**src/rtl/adder_share_arbiter.sv**
```systemverilog
// adder_share_arbiter: round-robin sharing of one external adder between two requesters
module adder_share_arbiter #(
  parameter int WIDTH = 16
) (
  input  logic             clk,
  input  logic             rst,
  input  logic             req0_valid,
  input  logic [WIDTH-1:0] req0_a,
  input  logic [WIDTH-1:0] req0_b,
  input  logic             req0_cin,
  output logic             req0_ready,
  input  logic             req1_valid,
  input  logic [WIDTH-1:0] req1_a,
  input  logic [WIDTH-1:0] req1_b,
  input  logic             req1_cin,
  output logic             req1_ready,
  output logic [WIDTH-1:0] add_a,
  output logic [WIDTH-1:0] add_b,
  output logic             add_cin,
  input  logic [WIDTH-1:0] add_sum,
  input  logic             add_cout,
  output logic             gate_en,
  output logic             rsp_valid,
  input  logic             rsp_ready,
  output logic             rsp_id,
  output logic [WIDTH-1:0] rsp_sum,
  output logic             rsp_cout,
  output logic             rsp_ovf,
  output logic             busy
);
  typedef enum logic [1:0] {IDLE, EXEC, RESP} state_t;
  state_t state, state_nx;
  logic last_grant, grant0, grant1;
  always_comb begin
    grant0     = req0_valid && (!req1_valid || last_grant);
    grant1     = req1_valid && (!req0_valid || !last_grant);
    req0_ready = !rst && state == IDLE && grant0;
    req1_ready = !rst && state == IDLE && grant1;
    gate_en    = state == EXEC;
    busy       = state != IDLE;
    state_nx   = state == IDLE ? ((grant0 || grant1) ? EXEC : IDLE) :
                 state == EXEC ? RESP : (rsp_ready ? IDLE : RESP);
  end
  // last_grant doubles as the owner ID of the operation in flight
  always_ff @(posedge clk) begin
    if (rst) begin
      state      <= IDLE;
      last_grant <= 1'b1;
      add_a      <= '0;
      add_b      <= '0;
      add_cin    <= 1'b0;
      rsp_valid  <= 1'b0;
      rsp_id     <= 1'b0;
      rsp_sum    <= '0;
      rsp_cout   <= 1'b0;
      rsp_ovf    <= 1'b0;
    end else begin
      state <= state_nx;
      if (req0_ready || req1_ready) begin
        add_a      <= grant1 ? req1_a : req0_a;
        add_b      <= grant1 ? req1_b : req0_b;
        add_cin    <= grant1 ? req1_cin : req0_cin;
        last_grant <= grant1;
      end
      if (state == EXEC) begin
        rsp_sum   <= add_sum;
        rsp_cout  <= add_cout;
        rsp_ovf   <= (add_a[WIDTH-1] == add_b[WIDTH-1]) && (add_sum[WIDTH-1] != add_a[WIDTH-1]);
        rsp_id    <= last_grant;
        rsp_valid <= 1'b1;
      end
      if (state == RESP && rsp_ready) rsp_valid <= 1'b0;
    end
  end
endmodule

```
**config.mk**
```make
export PLATFORM = sky130hd
export DESIGN_NAME = adder_share_arbiter
export DESIGN_NICKNAME = d
export VERILOG_FILES = /design/src/rtl/adder_share_arbiter.sv
export SDC_FILE = /design/constraint.sdc
export NUM_CORES = 1
export LEC_CHECK = 0
export CAP_MARGIN = 20
export CELL_PAD_IN_SITES_DETAIL_PLACEMENT = 1
export CELL_PAD_IN_SITES_GLOBAL_PLACEMENT = 2
export CORE_ASPECT_RATIO = 2
export CORE_MARGIN = 5
export CORE_UTILIZATION = 19
export CTS_BUF_LIST = sky130_fd_sc_hd__clkbuf_4 sky130_fd_sc_hd__clkbuf_8
export DETAILED_ROUTE_END_ITERATION = 8
export PLACE_DENSITY_LB_ADDON = 0.3
export SYNTH_ARGS = -nofsm -noshare
export SYNTH_HDL_FRONTEND = slang
export SYNTH_SLANG_ARGS = --single-unit
```
**constraint.sdc**
```tcl
create_clock -name clk -period 1.25 [get_ports clk]
set_clock_uncertainty 0.15 [all_clocks]
set_input_delay 0.25 -clock clk [delete_from_list [all_inputs] [get_ports clk]]
set_output_delay 0.25 -clock clk [all_outputs]
set_load 0.01 [all_outputs]
```
==> results.toml, run 1 <==
[run_status]
status = "complete, but fails checks"
violations = "negative setup slack"

[synthesis]
synth.distinct_cells = 27
syn_inst = 299
syn_area_um2 = 2580
yosysSeqAreaShare_pct = 43.5
synth-seq-cells = 56
yosysWarnings = 0
syn_area_per_cell_um2 = 8.62
synth_fp_nets = 387
ys.flop_type = "dfxtp_1"
ys_async_sr_fraction_pct = 0
synth-edff-count = 0

[grt]
gr-total-overflow = 0
grt_antenna_before_repair = 0
grtUsageTotal_pct = 15.9
grt_busiest_layer = "met2"
use_met3_pct = 2.15
grt_max_degree = 41
grt_pass1_vias = 3455
grtUsageMet1_pct = 15.4
met2_usage_pct = 32.9
grt_pass1_wl_um = 19700

[clocking]
ctsHoldBuffers = 0
cts_max_level = 2
clockBufferDepth = 2
cts_buffers = 5
cts_sinks = 56
cts_tree = "yes"
clkLatencyLatePin_ns = 0.31
clkTransAtPathRegs_ns = 0.10
root_buffer = "clkbuf_8"

[drt]
wl_per_cell_um = 21.0
routed_wl_um = 13600
viasPerCell = 4.83
via_count = 3131
antenna_left = 0
dr.first_iter.drc_count = 67
drtPass1Iterations = 3
drc_errors = 0

[layout]
syn_to_final_growth_pct = 124
layout.cells.most_common = "clkdlybuf4s50_1"
drive_above_1_share_pct = 69.0
antenna_cells = 0
final_util_pct = 43.1
final_cell_mix = "clkdlybuf4s50_1 (83), buf_2 (50), buf_4 (50)"
layout.nets = 580
stdcell_count = 648
fin_area_um2 = 5760

[critical_path]
worstPathCellList = "nor2_4, inv_4, nor4b_4, buf_2"
arrival_ns = 1.23
crit_family = "flip-flops"
crit_cells = 4
critPathLaunch = "state[0]$_SDFF_PP0_"
critPathLaunchType = "flip-flop"
end_kind = "output port"
reg2regPathDepth = 7
path_buf_inv = 2
crit_fanout = 4
cp_data_required_time_ns = 0.85
crit_end = "req0_ready"
slowest_stage = "dfxtp_2"
timing.rr.start = "state[0]$_SDFF_PP0_"
cp_slowest_stage_delay_ns = 0.35
crit_type = "reg -> out"
r2r_slack_ns = -0.36
r2r-end = "last_grant$_SDFFE_PP1P_"

[placement]
portBuffers = 144
gp_congestion = 0.739
dp_slack_ns = -0.902
postPlaceCellArea_um2 = 4750
numPlacedInstances = 606
hpwl_um = 8330

[floorplan]
pin_count = 145
die_w_um = 92.3
dieArea_um2 = 16100
rows = 60
initial_utilization_pct = 19.3
fp.dieH_um = 175
core_area_um2 = 13400

[timing]
tns_ns = -11.76
tightest_slew_ns = 0.537
slew_headroom_pct = 64.2
setup_viol = 59
hold_viol_final = 0
max_freq_ghz = 0.613
layout_setup_ws_ns = -0.381
rsz0062_at_grt = "yes"
period_needed_ns = 1.63
maxSlewViolCount = 0
final.period_utilization_pct = 130

[flow_run]
maxCapViolations = 0

[power]
power_density_nw_per_um2 = 1040
power.leakage_uw = 0.00232
irDropWorstVdd_mv = 0.441

[worst_hold_path]
min_path_type = "in -> reg"
[stage by stage]
step | total power [uW] | hold WS [ns]
final | 5980 | 0.109
after global routing | 6280 | 0.112
after CTS | 5650 | 0.285
after detailed placement | 4230 | 0.301
after global placement | 4190 | 0.292
after floorplan | 3180 | 0.236
[worst register-to-register path: stages (launching register included)]
cell,delay (ns)
dfxtp_2,0.35
nor2_4,0.14
buf_4,0.14
buf_8,0.12
buf_6,0.13
buf_16,0.12
nand2_1,0.05
a221o_1,0.30
[where the power goes]
part / total (uW) / leakage, uW / switching, uW / internal, uW
combinational: 2740 / 0.00178 / 1280 / 1460
clock: 1090 / 0.0000510 / 643 / 446
sequential: 2150 / 0.000480 / 124 / 2020
[kinds of logic (layout without fill, tap and decap cells)]
family                 count (synthesis)  after routing  share of synthesized area [%]
and+or+nand+nor                      150            150                           35.2
DFF                                   56             56                           43.5
buffers and inverters                 38            232                           10.0
AOI/OAI and AO/OA                     55             55                           11.3
[registers in the layout, summed over array words and instances, names as in the netlist]
signal and cells:
rsp_ovf 1, rsp_valid 1, rsp_cout 1, last_grant 1, add_cin 1, rsp_id 1
state 2, add_a 16, rsp_sum 16, add_b 16
[cell usage after synthesis, types with 2 or more instances]
master	instances	area share, %
a21oi_1	51	9.9
buf_2	12	2.3
buf_4	6	1.7
buf_6	10	4.4
clkbuf_1	7	1.0
dfxtp_1	56	44
nand2_1	39	5.7
nor2_1	3	0.44
nor3_1	34	6.6
nor4_1	32	7.8
nor4b_1	32	11
nor4b_2	2	1.2
[area by class of cell]
class,count,area (um2)
inverter,2,12.5
clock inverter,2,10.0
multi-input combinational,205,2100
clock buffer,6,82.6
sequential,56,1190
fill,1493,7600
timing repair buffer,222,2180
tap,155,194
[metal layers]
metal | vias to the layer above | part of all wire (%)
met5 | - | 0
met4 | 0 | 1.8
met3 | 12 | 3.3
met2 | 82 | 62
met1 | 1550 | 32
li1 | 1487 | -
[worst min path at each step]
stage,from,endpoint,slack (ns),depth (start not counted)
floorplan,add_cout,rsp_cout$_SDFFE_PP0P_,0.24,2
global placement,rsp_sum[14]$_SDFFE_PP0P_,rsp_sum[14]$_SDFFE_PP0P_,0.29,2
detailed placement,rsp_sum[15]$_SDFFE_PP0P_,rsp_sum[15]$_SDFFE_PP0P_,0.30,2
CTS,rst,rsp_valid$_SDFFE_PP0P_,0.28,3
global route,add_sum[15],rsp_sum[15]$_SDFFE_PP0P_,0.11,3
finish,add_sum[15],rsp_sum[15]$_SDFFE_PP0P_,0.11,3
[repair_timing]
action	CTS	global route
buffers inserted	8	17
resized for setup	334	97
cloned	8	3
pin swaps	10	61
setup endpoints to repair	113	67
Note: power is estimated with default switching activity, not from simulation.
==> run 2: changes to the inputs <==
--- a/constraint.sdc
+++ b/constraint.sdc
@@ -4,2 +4,2 @@
 set_output_delay 0.25 -clock clk [all_outputs]
-set_load 0.01 [all_outputs]
+set_load 0.1 [all_outputs]
==> run 2 against run 1 <==
Compared with the run above:
- the run still ends with negative setup slack left
- count of clock-buffer cells in the layout shrank 1
- worst setup slack lost 0.21 ns
- design area is 17% higher
- global-route usage up 0.50 points
- largest cell class unchanged
- largest power group unchanged
==> results.toml, run 2 (synthesized netlist as in run 1, its figures left out) <==
[placement]
numPlacedInstances = 603
gp_congestion = 0.744
portBuffers = 144
hpwl_um = 9100
dp_slack_ns = -0.680

[clocking]
clkTransAtPathRegs_ns = 0.11
clkLatencyLatePin_ns = 0.32
cts_sinks = 56
cts_tree = "yes"
clockBufferDepth = 2
cts_max_level = 2
cts_buffers = 5
root_buffer = "clkbuf_8"
ctsHoldBuffers = 0

[timing]
hold_viol_final = 0
rsz0062_at_grt = "yes"
final.period_utilization_pct = 148
layout_setup_ws_ns = -0.595
tightest_slew_ns = 0.271
max_freq_ghz = 0.542
maxSlewViolCount = 0
period_needed_ns = 1.84
setup_viol = 112
slew_headroom_pct = 81.7

[worst_hold_path]
worstHoldStart = "add_sum[14]"
hold_depth = 3
holdPathEnd = "rsp_sum[14]$_SDFFE_PP0P_"
min_path_type = "in -> reg"

[critical_path]
timing.critical_path.mode_cell = "buf_12"
worstPathCellList = "nor2_4, inv_4, buf_12, nor3_4, buf_12"
reg2regPathDepth = 8
end_kind = "output port"
path_buf_inv = 3
cp_data_required_time_ns = 0.85
slowest_stage = "dfxtp_4"
arrival_ns = 1.44
crit_type = "reg -> out"
r2r-end = "add_a[7]$_SDFFE_PP0P_"
critPathLaunchType = "flip-flop"
timing.rr.start = "state[1]$_SDFF_PP0_"
cp_slowest_stage_delay_ns = 0.37
r2r_slack_ns = -0.44
crit_fanout = 3
crit_family = "buffers and inverters"

[drt]
antenna_left = 0
drtPass1Iterations = 4
drc_errors = 0
routed_wl_um = 13700
via_count = 3282
dr.first_iter.drc_count = 53
viasPerCell = 4.88
wl_per_cell_um = 20.5

[floorplan]
rows = 60
core_area_um2 = 13400
initial_utilization_pct = 19.3
fp.dieH_um = 175
die_w_um = 92.3
dieArea_um2 = 16100
pin_count = 145

[grt]
grt_antenna_before_repair = 1
gr-total-overflow = 0
grt_max_degree = 34
grt_pass1_vias = 3641
grt_pass1_wl_um = 20200
grtUsageTotal_pct = 16.4

[layout]
layout.cells.most_common = "clkdlybuf4s50_1"
layout.nets = 602
stdcell_count = 672
syn_to_final_growth_pct = 162
final_cell_mix = "clkdlybuf4s50_1 (84), buf_12 (73), buf_4 (50)"
drive_above_1_share_pct = 66.6
reg_top3 = "add_a (16), add_b (16), rsp_sum (16)"

[power]
irDropWorstVdd_mv = 0.515
power.leakage_uw = 0.00255
power_density_nw_per_um2 = 1210

[flow_run]
maxCapViolations = 0

[run_status]
status = "complete, but fails checks"
violations = "negative setup slack"
## run 2: changes by cell type in the layout (fill, tap and decap cells not counted), moves of 8 or more
cell	change
buf_12	+65
buf_2	-49
buf_6	+10
dfxtp_2	-10
dfxtp_4	+15
nand2_2	+8
nand2_4	-14
nor3_1	+9
nor3_2	-10
nor4b_2	-10
nor4b_4	+10
## run 2: layout make-up
| type | count | area, um2 |
|---|---|---|
| flip-flops and latches | 56 | 1230 |
| diodes | 2 | 5.00 |
| multi-input cells | 205 | 2010 |
| well taps | 155 | 194 |
| inverters | 2 | 15.0 |
| repair buffers | 244 | 3200 |
| fillers | 1384 | 6610 |
| clock buffers | 5 | 68.8 |
| clock inverters | 3 | 18.8 |
## run 2: metal layers
layer / wire length, um / part of all wire [%] / global-route usage (%)
met5: 0 / 0 / 0
met4: 441 / 3.2 / 5.83
met3: 398 / 2.9 / 2.15
met2: 8450 / 61 / 33.9
met1: 4460 / 32 / 15.7
## run 2: what timing repair did
item	CTS	global route
pin swaps	36	24
gates resized for setup	87	64
setup buffers	45	17
setup endpoints to repair	111	112
cloned	6	1
## run 2: where the power goes
part | switching (uW) | internal (uW) | total [uW] | leakage (uW)
Clock | 664 | 394 | 1060 | 0.0000479
Combinational | 2670 | 2170 | 4840 | 0.00202
Sequential | 219 | 2030 | 2250 | 0.000486
## run 2: worst max path at each step
| stage | start | to | cells after the start |
|---|---|---|---|
| 2_1_floorplan | state[1]$_SDFF_PP0_ | req0_ready | 4 |
| 3_3_place_gp | req1_valid | req1_ready | 4 |
| 3_5_place_dp | req1_valid | req1_ready | 4 |
| 4_1_cts | state[0]$_SDFF_PP0_ | req1_ready | 5 |
| 5_1_grt | state[0]$_SDFF_PP0_ | req1_ready | 5 |
| 6_report | state[1]$_SDFF_PP0_ | req1_ready | 5 |
## run 2: worst min-delay path: stages
cell	delay (ns)
clkdlybuf4s50_1	0.40
nand2_1	0.06
a21oi_1	0.05
## run 2: per-stage QoR
stage	hold WS, ns	instance area [um2]	utilization (%)	setup TNS (ns)	power, uW
after CTS	0.300	6340	47.4	-18.25	7930
final	0.312	6750	50.5	-20.24	8150
after global routing	0.309	6750	50.5	-26.08	8490
after detailed placement	0.320	5410	40.5	-23.87	6250
after global placement	0.313	5410	40.5	-20.57	6200
after floorplan	0.228	3070	-	-3.56	4600
